--- src/rtl/alu_arbiter.sv ---
`default_nettype none
// ============================================================================
// Module   : alu_arbiter
// Purpose  : Round-robin arbiter that sequences two requesters through a
//            shared accumulator ALU (LOAD a, EXEC op b, READ accumulator).
//            Optional macro ALU_ARBITER_LOCK_EN adds lock0/lock1 inputs.
// Revision : 1.0
// ============================================================================
module alu_arbiter #(
    parameter int DATA_W = 16
) (
    input  logic              clk,
    input  logic              rst,
    input  logic              req0,
    input  logic              req1,
    input  logic [4:0]        op0,
    input  logic [4:0]        op1,
    input  logic [DATA_W-1:0] a0,
    input  logic [DATA_W-1:0] a1,
    input  logic [DATA_W-1:0] b0,
    input  logic [DATA_W-1:0] b1,
`ifdef ALU_ARBITER_LOCK_EN
    input  logic              lock0,
    input  logic              lock1,
`endif
    output logic              gnt0,
    output logic              gnt1,
    output logic              done0,
    output logic              done1,
    output logic [DATA_W-1:0] result,
    output logic              result_flag,
    output logic [4:0]        alu_opcode,
    output logic [DATA_W-1:0] alu_operand,
    output logic              alu_read,
    output logic              alu_write,
    output logic              alu_writeu,
    input  logic [DATA_W-1:0] alu_accout,
    input  logic              alu_flag
);

    localparam logic [4:0] C_OP_NOP = 5'd0;

    typedef enum logic [2:0] {
        S_IDLE = 3'd0,
        S_LOAD = 3'd1,
        S_EXEC = 3'd2,
        S_READ = 3'd3,
        S_DONE = 3'd4
    } state_t;

    state_t            r_state;
    logic              r_ptr;
    logic              r_owner;
    logic [4:0]        r_op;
    logic [DATA_W-1:0] r_b;

    logic w_hold;
    logic w_any;
    logic w_pick1;

`ifdef ALU_ARBITER_LOCK_EN
    logic r_locked;
    logic w_owner_lock;
    assign w_owner_lock = r_owner ? lock1 : lock0;
    assign w_hold       = r_locked & w_owner_lock;
`else
    assign w_hold = 1'b0;
`endif

    // While a lock is held only the previous owner may be granted.
    assign w_any   = w_hold ? (r_owner ? req1 : req0) : (req0 | req1);
    assign w_pick1 = w_hold ? r_owner : (req1 & (~req0 | r_ptr));

    // Carry is never touched by the arbiter, so writeu stays low permanently.
    assign alu_writeu = 1'b0;

    always_ff @(posedge clk) begin
        if (rst) begin
            r_state     <= S_IDLE;
            r_ptr       <= 1'b0;
            r_owner     <= 1'b0;
            r_op        <= C_OP_NOP;
            r_b         <= '0;
            gnt0        <= 1'b0;
            gnt1        <= 1'b0;
            done0       <= 1'b0;
            done1       <= 1'b0;
            result      <= '0;
            result_flag <= 1'b0;
            alu_opcode  <= C_OP_NOP;
            alu_operand <= '0;
            alu_read    <= 1'b0;
            alu_write   <= 1'b0;
`ifdef ALU_ARBITER_LOCK_EN
            r_locked    <= 1'b0;
`endif
        end else begin
            done0 <= 1'b0;
            done1 <= 1'b0;
            unique case (r_state)
                S_IDLE: begin
`ifdef ALU_ARBITER_LOCK_EN
                    if (r_locked && !w_owner_lock) begin
                        r_locked <= 1'b0;
                    end
`endif
                    if (w_any) begin
                        r_state     <= S_LOAD;
                        r_owner     <= w_pick1;
                        gnt0        <= ~w_pick1;
                        gnt1        <= w_pick1;
                        r_op        <= w_pick1 ? op1 : op0;
                        r_b         <= w_pick1 ? b1 : b0;
                        alu_operand <= w_pick1 ? a1 : a0;
                        alu_write   <= 1'b1;
                        if (!w_hold) begin
                            r_ptr <= ~w_pick1;
                        end
                    end
                end
                S_LOAD: begin
                    r_state     <= S_EXEC;
                    alu_write   <= 1'b0;
                    alu_opcode  <= r_op;
                    alu_operand <= r_b;
                end
                S_EXEC: begin
                    r_state    <= S_READ;
                    alu_opcode <= C_OP_NOP;
                    alu_read   <= 1'b1;
                end
                S_READ: begin
                    r_state     <= S_DONE;
                    alu_read    <= 1'b0;
                    result      <= alu_accout;
                    result_flag <= alu_flag;
                    done0       <= ~r_owner;
                    done1       <= r_owner;
                end
                S_DONE: begin
                    r_state <= S_IDLE;
                    gnt0    <= 1'b0;
                    gnt1    <= 1'b0;
`ifdef ALU_ARBITER_LOCK_EN
                    r_locked <= w_owner_lock;
`endif
                end
                default: begin
                    r_state <= S_IDLE;
                end
            endcase
        end
    end

endmodule
`default_nettype wire
--- config.mk ---
export PLATFORM = sky130hd
export DESIGN_NAME = alu_arbiter
export DESIGN_NICKNAME = d
export VERILOG_FILES = /design/src/rtl/alu_arbiter.sv
export SDC_FILE = /design/constraint.sdc
export NUM_CORES = 1
export LEC_CHECK = 0
export ABC_AREA = 1
export CORE_UTILIZATION = 42
export DETAILED_ROUTE_END_ITERATION = 6
export PLACE_DENSITY = 0.8
export RECOVER_POWER = 25
export SLEW_MARGIN = 20
export SYNTH_ARGS = -nofsm -noshare
export SYNTH_HDL_FRONTEND = slang
export SYNTH_SLANG_ARGS = --single-unit
--- constraint.sdc ---
create_clock -name clk -period 1.25 [get_ports clk]
set_input_delay 0.25 -clock clk [delete_from_list [all_inputs] [get_ports clk]]
set_output_delay 0.25 -clock clk [all_outputs]
set_load 0.01 [all_outputs]
# Yosys cells after proc, flatten, opt, wreduce, memory -nomap -nowiden
# Cells that the tools add are included.
# Widths: inputs -> output; s select.
# totals
regBits	70
latchBits	0
mem_bits_rw	0
mem_bits_ro	0
output_inout_bits	45
mem_count	0
# op_classes
add_sub_neg	0
mul	0
div	0
magnitude_cmp	0
eq_ne	5
shift	0
n_mux	15
n_bitwise	7
reduce_logical	9
# op_table
op	n
$mux 16	3
$pmux 16 s2	1
$pmux 3 s4	1
$pmux 5 s2	1
$pmux 1 s2	4
$reduce_bool 2->1	4
$eq 3x2->1 const B	2
$reduce_and 2->1	3
$mux 5	1
$not 1->1	4
$eq 3x1->1 const B	1
$eq 3x3->1 const B	1
$logic_not 3->1	1
$mux 1	3
$mux 3	1
$ne 2x2->1 const B	1
$or 1x1->1	2
$reduce_or 2->1	1
$and 1x1->1	1

# Logic depth before layout (Yosys ltp)
# Gate-level depths: netlist of the first run.
# depth
ltp_word	6
ltp_mapped	9
mapped_depth_nobuf	8

# Least setup slack after synthesis of the first run
# Ideal clock, no wire load.
# synth_timing
kind	reg2reg
start	register r_state[0]
end	register alu_operand[10]
setup_ps	128
t_arrival_ps	1009
required_time_ps	1122
setup_slack_ps	114
stages_incl_launch_ff	8
path_buffers	1
period_less_slack_ps	1136
path_cell_list	dfxtp_1 > nor2_4 > nand3_4 > buf_4 > nand3_1 > nand2_1 > nor2_1 > nor2_1
# synth_via
elab_chain_len	3
elab_cells_between_ends	6
# synth_lines
item	line_no	text
start: declaration	51	state_t r_state;
start signal: assignment	79	r_state <= S_IDLE;
start signal: assignment	108	r_state <= S_LOAD;
start signal: assignment	122	r_state <= S_EXEC;
$eq 3x1->1 or $logic_not 3->1 (tied branches)	100	unique case (r_state)
$reduce_bool 2->1 (no source line) or $ne 2x2->1 (tied branches)	-	
$reduce_and 2->1 (no source line)	-	
end signal: assignment	114	alu_operand <= w_pick1 ? a1 : a0;
end signal: assignment	125	alu_operand <= r_b;
end: declaration	33	output logic [DATA_W-1:0] alu_operand,
# Several ways; a longest one is shown, not always the timed one.
# A chain may end at the register's enable or synchronous reset.

# Worst setup path after layout of the first run
# layout_timing
start	register r_state[2]
end	register r_op[2]
# layout_via
elab_chain_len	2
# layout_lines
item	line_no	text
$logic_not 3->1	100	
$reduce_and 2->1 (no source line)	-	
end signal: assignment	112	r_op <= w_pick1 ? op1 : op0;
end: declaration	54	logic [4:0] r_op;
# No other way between the ends.

==> results by group, run 1 <==
Status
  – Status: finished with violations
  – Failing checks: setup timing

Logic synthesis
  – Ranking of synthesized cells by area: dfxtp_1 44%, nand2_1 18%, nand3_1 9.0%, nor2_1 8.0%, a21oi_1 5.9%
  – Post-synth EDFFs: 0
  – Async set or reset register ratio after synthesis: 0%
  – Synth warn: 0
  – Seq cells post-synth: 70
  – Area leader, netlist: dfxtp_1
  – Yosys top cell area share: ~44%
  – Cell count after synthesis: 471
  – Mapped Nets: between 500 and 600
  – Sequential area share after synthesis: 43.7%
  – Dominant cell by count in the synthesized netlist: nand2_1
  – Netlist cell types: 21
  – Prevailing post-synth register cell: dfxtp_1
  – Syn_area_per_cell: 6.81 µm²
  – Synthesized cell area: about 0.0032 mm²
  – Top post-synthesis cells by count: 152 x nand2_1, 70 x dfxtp_1, 68 x nor2_1

Place
  – HPWL after DPL: 6800 µm
  – Port bufs: 138
  – RD Place Congestion: about 0.8
  – Placed Cells: a little under 700
  – Pre-CTS setup slack: -0.460 ns

Pwr
  – Power Density: 1230 mW/mm²
  – Worst VDD drop: 0.711 mV
  – Final Power: 6.36 mW
  – P_leak: 2.33 nW

Timing
  – Setup_tns: -0.438 ns
  – Worst Skew: 0.00693 ns
  – RSZ-0062 raised after global routing: yes
  – Worst setup margin: -0.0694 ns
  – Slew @ Worst Pin: 0.549 ns
  – Slew headroom: 63.4%
  – Maximum clock rate: between 0.7 and 0.8 GHz
  – Fin. Hold Viols: 0
  – Setup-violating endpoint count in the final report: 19
  – Slew Viols, Final: 0
  – Fin crit share: 106%
  – Fin crit period: 1.32 ns

Critical path
  – FF-to-FF Start: r_state[2]$_SDFFE_PP0P_
  – Highest cell delay on the worst timing path: 0.37 ns
  – Reg-to-Reg End: r_op[2]$_SDFFE_PP0P_
  – Cells on worst reg2reg path: 6
  – CP startpoint kind: register
  – Worst reg-to-reg setup slack: -0.07 ns
  – Data required, critical path: 1.51 ns
  – Worst Path Max Fanout: 13
  – Arr. time, crit path: 1.58 ns
  – Worst path cell trace: inv_2 -> buf_4 -> nand3_4 -> bufbuf_16 -> nand2_1 -> a21oi_1
  – CP max stage cell: dfxtp_2
  – Setup crit end kind: register
  – Crit path kind: reg2reg

Floorplan
  – Initial Utilization: 43.8%
  – Die height: slightly below 90 µm
  – FP Rows: 31
  – Die W: 89.4 µm
  – # IOs: 140
  – Core area: 0.00733 mm²
  – DIE AREA: 0.00800 mm²

Cells and area
  – Post-Layout Cell Count: 724
  – Diodes inserted: 0
  – Area grow syn2layout: 61.0%
  – Fin nets: 715
  – Number of fill cells in the layout: 570
  – Share of post-route cells with drive strength above 1: 12.2%
  – Fin util: 70.5%

Clock network
  – Clk slew on worst S/H paths: 0.08 ns
  – CTS tree: built
  – CTS buffer count: 9
  – # H-tree levels: 3
  – Longest Clk Path Bufs: 2
  – Clock Sinks: 70
  – Clock root buffer master: clkbuf_8
  – Clock latency on the worst-skew pair: 0.34 ns

Route
  – Drt pass-1 iters: 7
  – Final wirelength: 10200 µm
  – Routed Antenna Nets: 0
  – Vias/cell: between 5 and 6
  – Initial drt markers: 219
  – Vias: approximately 3.6k
  – Post-DR wirelength/cell: 14.2 µm
  – DRC viols: 0

Global routing
  – Total gr overflow: 0
  – GRT Util Overall: 24.6%
  – First-pass GRT wire length: around 15000 µm
  – Initial antenna violation count: 0
  – Largest net degree at the start of global routing: 39
  – Vias in the first global route: approximately 3.3k

Min path
  – Hold Crit Start: rst
  – Worst Hold Depth: 2
  – Hold EP: r_b[13]$_SDFFE_PP0P_
  – HP Class: in2reg

Run
  – Max-cap viol count: 0
metrics by stage:
stage / hold slack (ns) / instance area, µm²
after global routing: 0.225 / 5170
after floorplan: 0.414 / 3210
final: 0.221 / 5170
after global placement: 0.430 / 4740
after detailed placement: 0.445 / 4740
after CTS: 0.217 / 5040
worst max-delay path: cells and delay by family, from the launching register on:
kind	cells	cell delay [ns]
AND/OR/NAND/NOR	2	0.20
flip-flops	1	0.37
buffers and inverters	3	0.49
AO/OA/AOI/OAI	1	0.18
how the worst max path moves through the flow:
stage / start / to / slack [ns] / cells past startpoint
global placement: req1 / alu_operand[6]$_SDFFE_PP0P_ / -0.38 / 9
CTS: r_state[1]$_SDFFE_PP0P_ / alu_operand[10]$_SDFFE_PP0P_ / 0.0002 / 7
global route: r_state[1]$_SDFFE_PP0P_ / alu_operand[8]$_SDFFE_PP0P_ / -0.12 / 8
floorplan: r_state[0]$_SDFFE_PP0P_ / alu_operand[10]$_SDFFE_PP0P_ / 0.11 / 7
detailed placement: req1 / alu_operand[5]$_SDFFE_PP0P_ / -0.46 / 9
finish: r_state[2]$_SDFFE_PP0P_ / r_op[2]$_SDFFE_PP0P_ / -0.07 / 6
power breakdown:
part           switching, mW  internal, mW  leakage (nW)
Sequential             0.112          2.43         0.574
Clock                  0.873          1.17         0.108
Combinational          0.864         0.916          1.65
layout make-up:
type | count | area, µm² | area share (%)
inverter | 16 | 65.1 | 1.26
sequential | 70 | 1410 | 27.2
tap | 99 | 124 | 2.40
multi-input combinational | 352 | 1600 | 30.9
clock buffer | 10 | 138 | 2.66
timing repair buffer | 171 | 1750 | 33.9
clock inverter | 6 | 85.1 | 1.65
per-layer routing:
layer	GRT usage (%)	vias up	share of wire, %
li1	-	1812	-
met1	28.8	1676	41
met2	44.3	132	52
met3	5.63	8	6.1
met4	8.08	0	0.91
met5	0	-	0
registers in the layout (all words and copies together) (netlist names):
| register | count |
|---|---|
| alu_operand | 16 |
| r_b | 16 |
| result | 16 |
| alu_opcode | 5 |
| r_op | 5 |
| r_state | 3 |
| alu_read | 1 |
| alu_write | 1 |
| done0 | 1 |
| done1 | 1 |
| gnt0 | 1 |
| gnt1 | 1 |
| r_owner | 1 |
| r_ptr | 1 |
| result_flag | 1 |
timing repair:
action / CTS / global route
resized for setup: 58 / 29
setup buffers: 3 / 6
gates cloned: 3 / 1
hold buffers: 0 / 0
pin swaps: 3 / 3
setup endpoints to repair: 96 / 78
hold endpoints to repair: 0 / 0
logic make-up (layout without fill, tap and decap cells):
logic type | count (synthesis) | after routing | share of synthesized area [%]
compound gates | 64 | 64 | 10.8
simple gates | 287 | 287 | 37.8
other cells | 1 | 1 | 0.117
flops | 70 | 70 | 43.7
buf+inv | 49 | 203 | 7.64
layout by cell type, fill, tap and decap left out, types with 3 or more instances in the layout:
master,n
dlygate4sd2_1,28
inv_1,13
a21oi_1,34
nand2_2,3
nand3_1,58
a21oi_2,11
dfxtp_1,67
nand2_1,148
buf_12,6
clkbuf_8,10
o21ai_0,18
buf_4,22
clkdlybuf4s50_1,91
clkdlybuf4s15_1,18
nor2_1,68
No activity file was read; power rests on OpenSTA's default activity.
==> run 2: changes to the inputs <==
--- a/config.mk
+++ b/config.mk
@@ -10,7 +10,6 @@
 export DETAILED_ROUTE_END_ITERATION = 6
 export PLACE_DENSITY = 0.8
 export RECOVER_POWER = 25
-export SLEW_MARGIN = 20
 export SYNTH_ARGS = -nofsm -noshare
 export SYNTH_HDL_FRONTEND = slang
 export SYNTH_SLANG_ARGS = --single-unit
==> results of run 2 <==
Same layout as run 1: the final DEF is identical, and so are final timing and power.
==> run 3: changes to the inputs <==
==> constraint.sdc (replaced) <==
create_clock -name clk -period 1.25 [get_ports clk]
set_input_delay 0.25 -clock clk [delete_from_list [all_inputs] [get_ports clk]]
set_output_delay 0.25 -clock clk [all_outputs]
set_load 0.05 [all_outputs]
==> run 3 against run 2 <==
Effect of this change: the run ends with DRC, setup timing left; largest power group unchanged; via count grew 2.2%; sequential power up 2%; clock skew grew 0.00072 ns; critical endpoint is now alu_operand[4]$_SDFFE_PP0P_; utilization is 4.6 points higher; clock power hardly changed; die area unchanged; first-iteration DRC count up 15%; final area rose by 6.5%; sequential share of layout area shrank 1.7 points.
==> results by group, run 3 (same netlist as run 1, synthesis figures left out) <==
Pwr
  – Worst VDD drop: 0.681 mV (-4.2%)
  – Final Power: 7.04 mW (+11%)
  – Power Density: 1280 mW/mm² (+3.9%)
  – P_leak: 2.39 nW (+2.5%)

Clock network
  – Longest Clk Path Bufs: 2 (unchanged)
  – Clock root buffer master: clkbuf_8
  – Clock Sinks: 70 (unchanged)
  – # H-tree levels: 3 (unchanged)
  – CTS tree: built
  – Clock latency on the worst-skew pair: 0.36 ns (+0.02 ns)
  – Cts hold-fix bufs: 0 (unchanged)
  – CTS buffer count: 9 (unchanged)
  – Clk slew on worst S/H paths: 0.08 ns (about the same)

Place
  – Placed Cells: 697 (+0.29%)
  – HPWL after DPL: 6940 µm (+2.1%)
  – RD Place Congestion: 0.804 (-1.1%)
  – Port bufs: 138 (unchanged)

Route
  – Final wirelength: 11000 µm (+7.6%)
  – Vias: 3709 (+2.2%)
  – Initial drt markers: 251 (+15%)
  – DRC viols: 2 (+2)
  – Drt pass-1 iters: 7 (unchanged)
  – Routed Antenna Nets: 0 (unchanged)
  – Post-DR wirelength/cell: 15.2 µm (+7.1%)
  – Vias/cell: 5.10 (+1.8%)

Floorplan
  – Die height: 89.4 µm (unchanged)
  – Core area: 0.00733 mm² (unchanged)
  – Initial Utilization: 43.8% (unchanged)
  – # IOs: 140 (unchanged)
  – DIE AREA: 0.00800 mm² (unchanged)
  – Die W: 89.4 µm (unchanged)
  – FP Rows: 31 (unchanged)

Timing
  – RSZ-0062 raised after global routing: yes
  – Slew Viols, Final: 0 (unchanged)
  – Fin. Hold Viols: 0 (unchanged)
  – Fin crit share: 108% (+2.6 points)
  – Maximum clock rate: 0.740 GHz (-2.4%)
  – Setup-violating endpoint count in the final report: 36 (+17)
  – Fin crit period: 1.35 ns (+0.0328 ns)
  – Worst setup margin: -0.102 ns (-0.0328 ns)
  – Worst Skew: 0.00765 ns (+0.000716 ns)

Global routing
  – Vias in the first global route: 3401 (+3.6%)
  – Largest net degree at the start of global routing: 39 (unchanged)
  – Initial antenna violation count: 0 (unchanged)
  – GRT Max-Usage Layer: met2
  – Met3 Use GR: 3.97% (-1.7 points)
  – GRT Util Overall: 26.7% (+2.1 points)
  – GR Layer Usage met1: 30.7% (+1.9 points)
  – Met2 Use GR: 49.1% (+4.7 points)
  – First-pass GRT wire length: 15900 µm (+6.5%)
  – Total gr overflow: 0 (unchanged)

Critical path
  – Worst Path Max Fanout: 7 (-6)
  – Arr. time, crit path: 1.60 ns (+0.02 ns)
  – Data required, critical path: 1.50 ns (about the same)
  – CP startpoint kind: register
  – Setup crit end kind: register
  – Crit path kind: reg2reg

Status
  – Status: finished with violations
  – Failing checks: DRC, setup timing

Cells and area
  – Leading registers by flop count: alu_operand: 16 flops, r_b: 16 flops, result: 16 flops
  – Post-Layout Cell Count: 727 (+0.41%)
  – Share of post-route cells with drive strength above 1: 20.4% (+8.2 points)
  – Diodes inserted: 0 (unchanged)
  – Commonest non-fill, non-tap cells in the layout: 147 x nand2_1, 91 x clkdlybuf4s50_1, 68 x nor2_1
  – Area grow syn2layout: 71.5%
  – Commonest non-fill, non-tap cell in the layout: nand2_1
  – Fin nets: 718 (+0.42%)

Run
  – Max-cap viol count: 0 (unchanged)

Min path
  – HP Class: in2reg
-- run 3: changes by cell type in the layout (fill, tap and decap cells not counted), sizes merged --
cell | previous run | this run
buf | 32 | 76
bufbuf | 1 | 0
clkbuf | 11 | 15
clkdlybuf4s15 | 18 | 0
dlygate4sd2 | 28 | 2
-- run 3: per-layer routing --
layer	wire length, µm	share of wire, %	vias up
met1	4490	41	1718
met5	0	0	-
li1	-	-	1813
met3	661	6.0	19
met2	5680	52	159
met4	190	1.7	0
-- run 3: cell type report --
cell class	instances	area [µm²]
Timing Repair Buffer	174	2070
Fill cell	478	1830
Multi-Input combinational cell	352	1620
Sequential cell	70	1410
Clock buffer	10	138
Tap cell	99	124
Clock inverter	6	85.1
Inverter	16	67.6
-- run 3: final timing paths --
| check | start | to | slack [ns] | depth (start not counted) |
|---|---|---|---|---|
| worst max register to register | r_state[1]$_SDFFE_PP0P_ | alu_operand[4]$_SDFFE_PP0P_ | -0.10 | 7 |
| worst min-delay path | rst | alu_operand[8]$_SDFFE_PP0P_ | 0.31 | 4 |
| worst max-delay path | r_state[1]$_SDFFE_PP0P_ | alu_operand[4]$_SDFFE_PP0P_ | -0.10 | 7 |
| worst min register to register | r_state[2]$_SDFFE_PP0P_ | r_state[0]$_SDFFE_PP0P_ | 0.47 | 1 |
-- run 3: critical path, stage by stage, from the launching register on --
cell     delay [ns]
dfxtp_2        0.35
nor2_4         0.18
nand3_4        0.20
buf_12         0.20
nand3_1        0.09
nand3_2        0.10
nand2_1        0.08
inv_1          0.05
-- run 3: what timing repair did --
action,4_1_cts,5_1_grt
resized for setup,18,29
pin swaps,5,3
setup endpoints to repair,47,62
cloned,3,1
buffers inserted,6,4
-- run 3: stage by stage --
stage	util [%]	setup TNS [ns]	worst slack (ns)	cell area [µm²]	hold WS, ns
floorplan	-	0	0.106	3210	0.414
global placement	70.8	-14.98	-0.391	5190	0.431
finish	75.1	-1.55	-0.102	5510	0.309
CTS	76.2	-0.0770	-0.0194	5590	0.254
global route	75.1	-5.79	-0.170	5510	0.308
detailed placement	70.8	-16.94	-0.454	5190	0.436
-- run 3: where the power goes --
part	internal (mW)	leakage [nW]	switching, mW
Sequential	2.43	0.574	0.164
Clock	1.17	0.108	0.889
Combinational	1.14	1.71	1.25
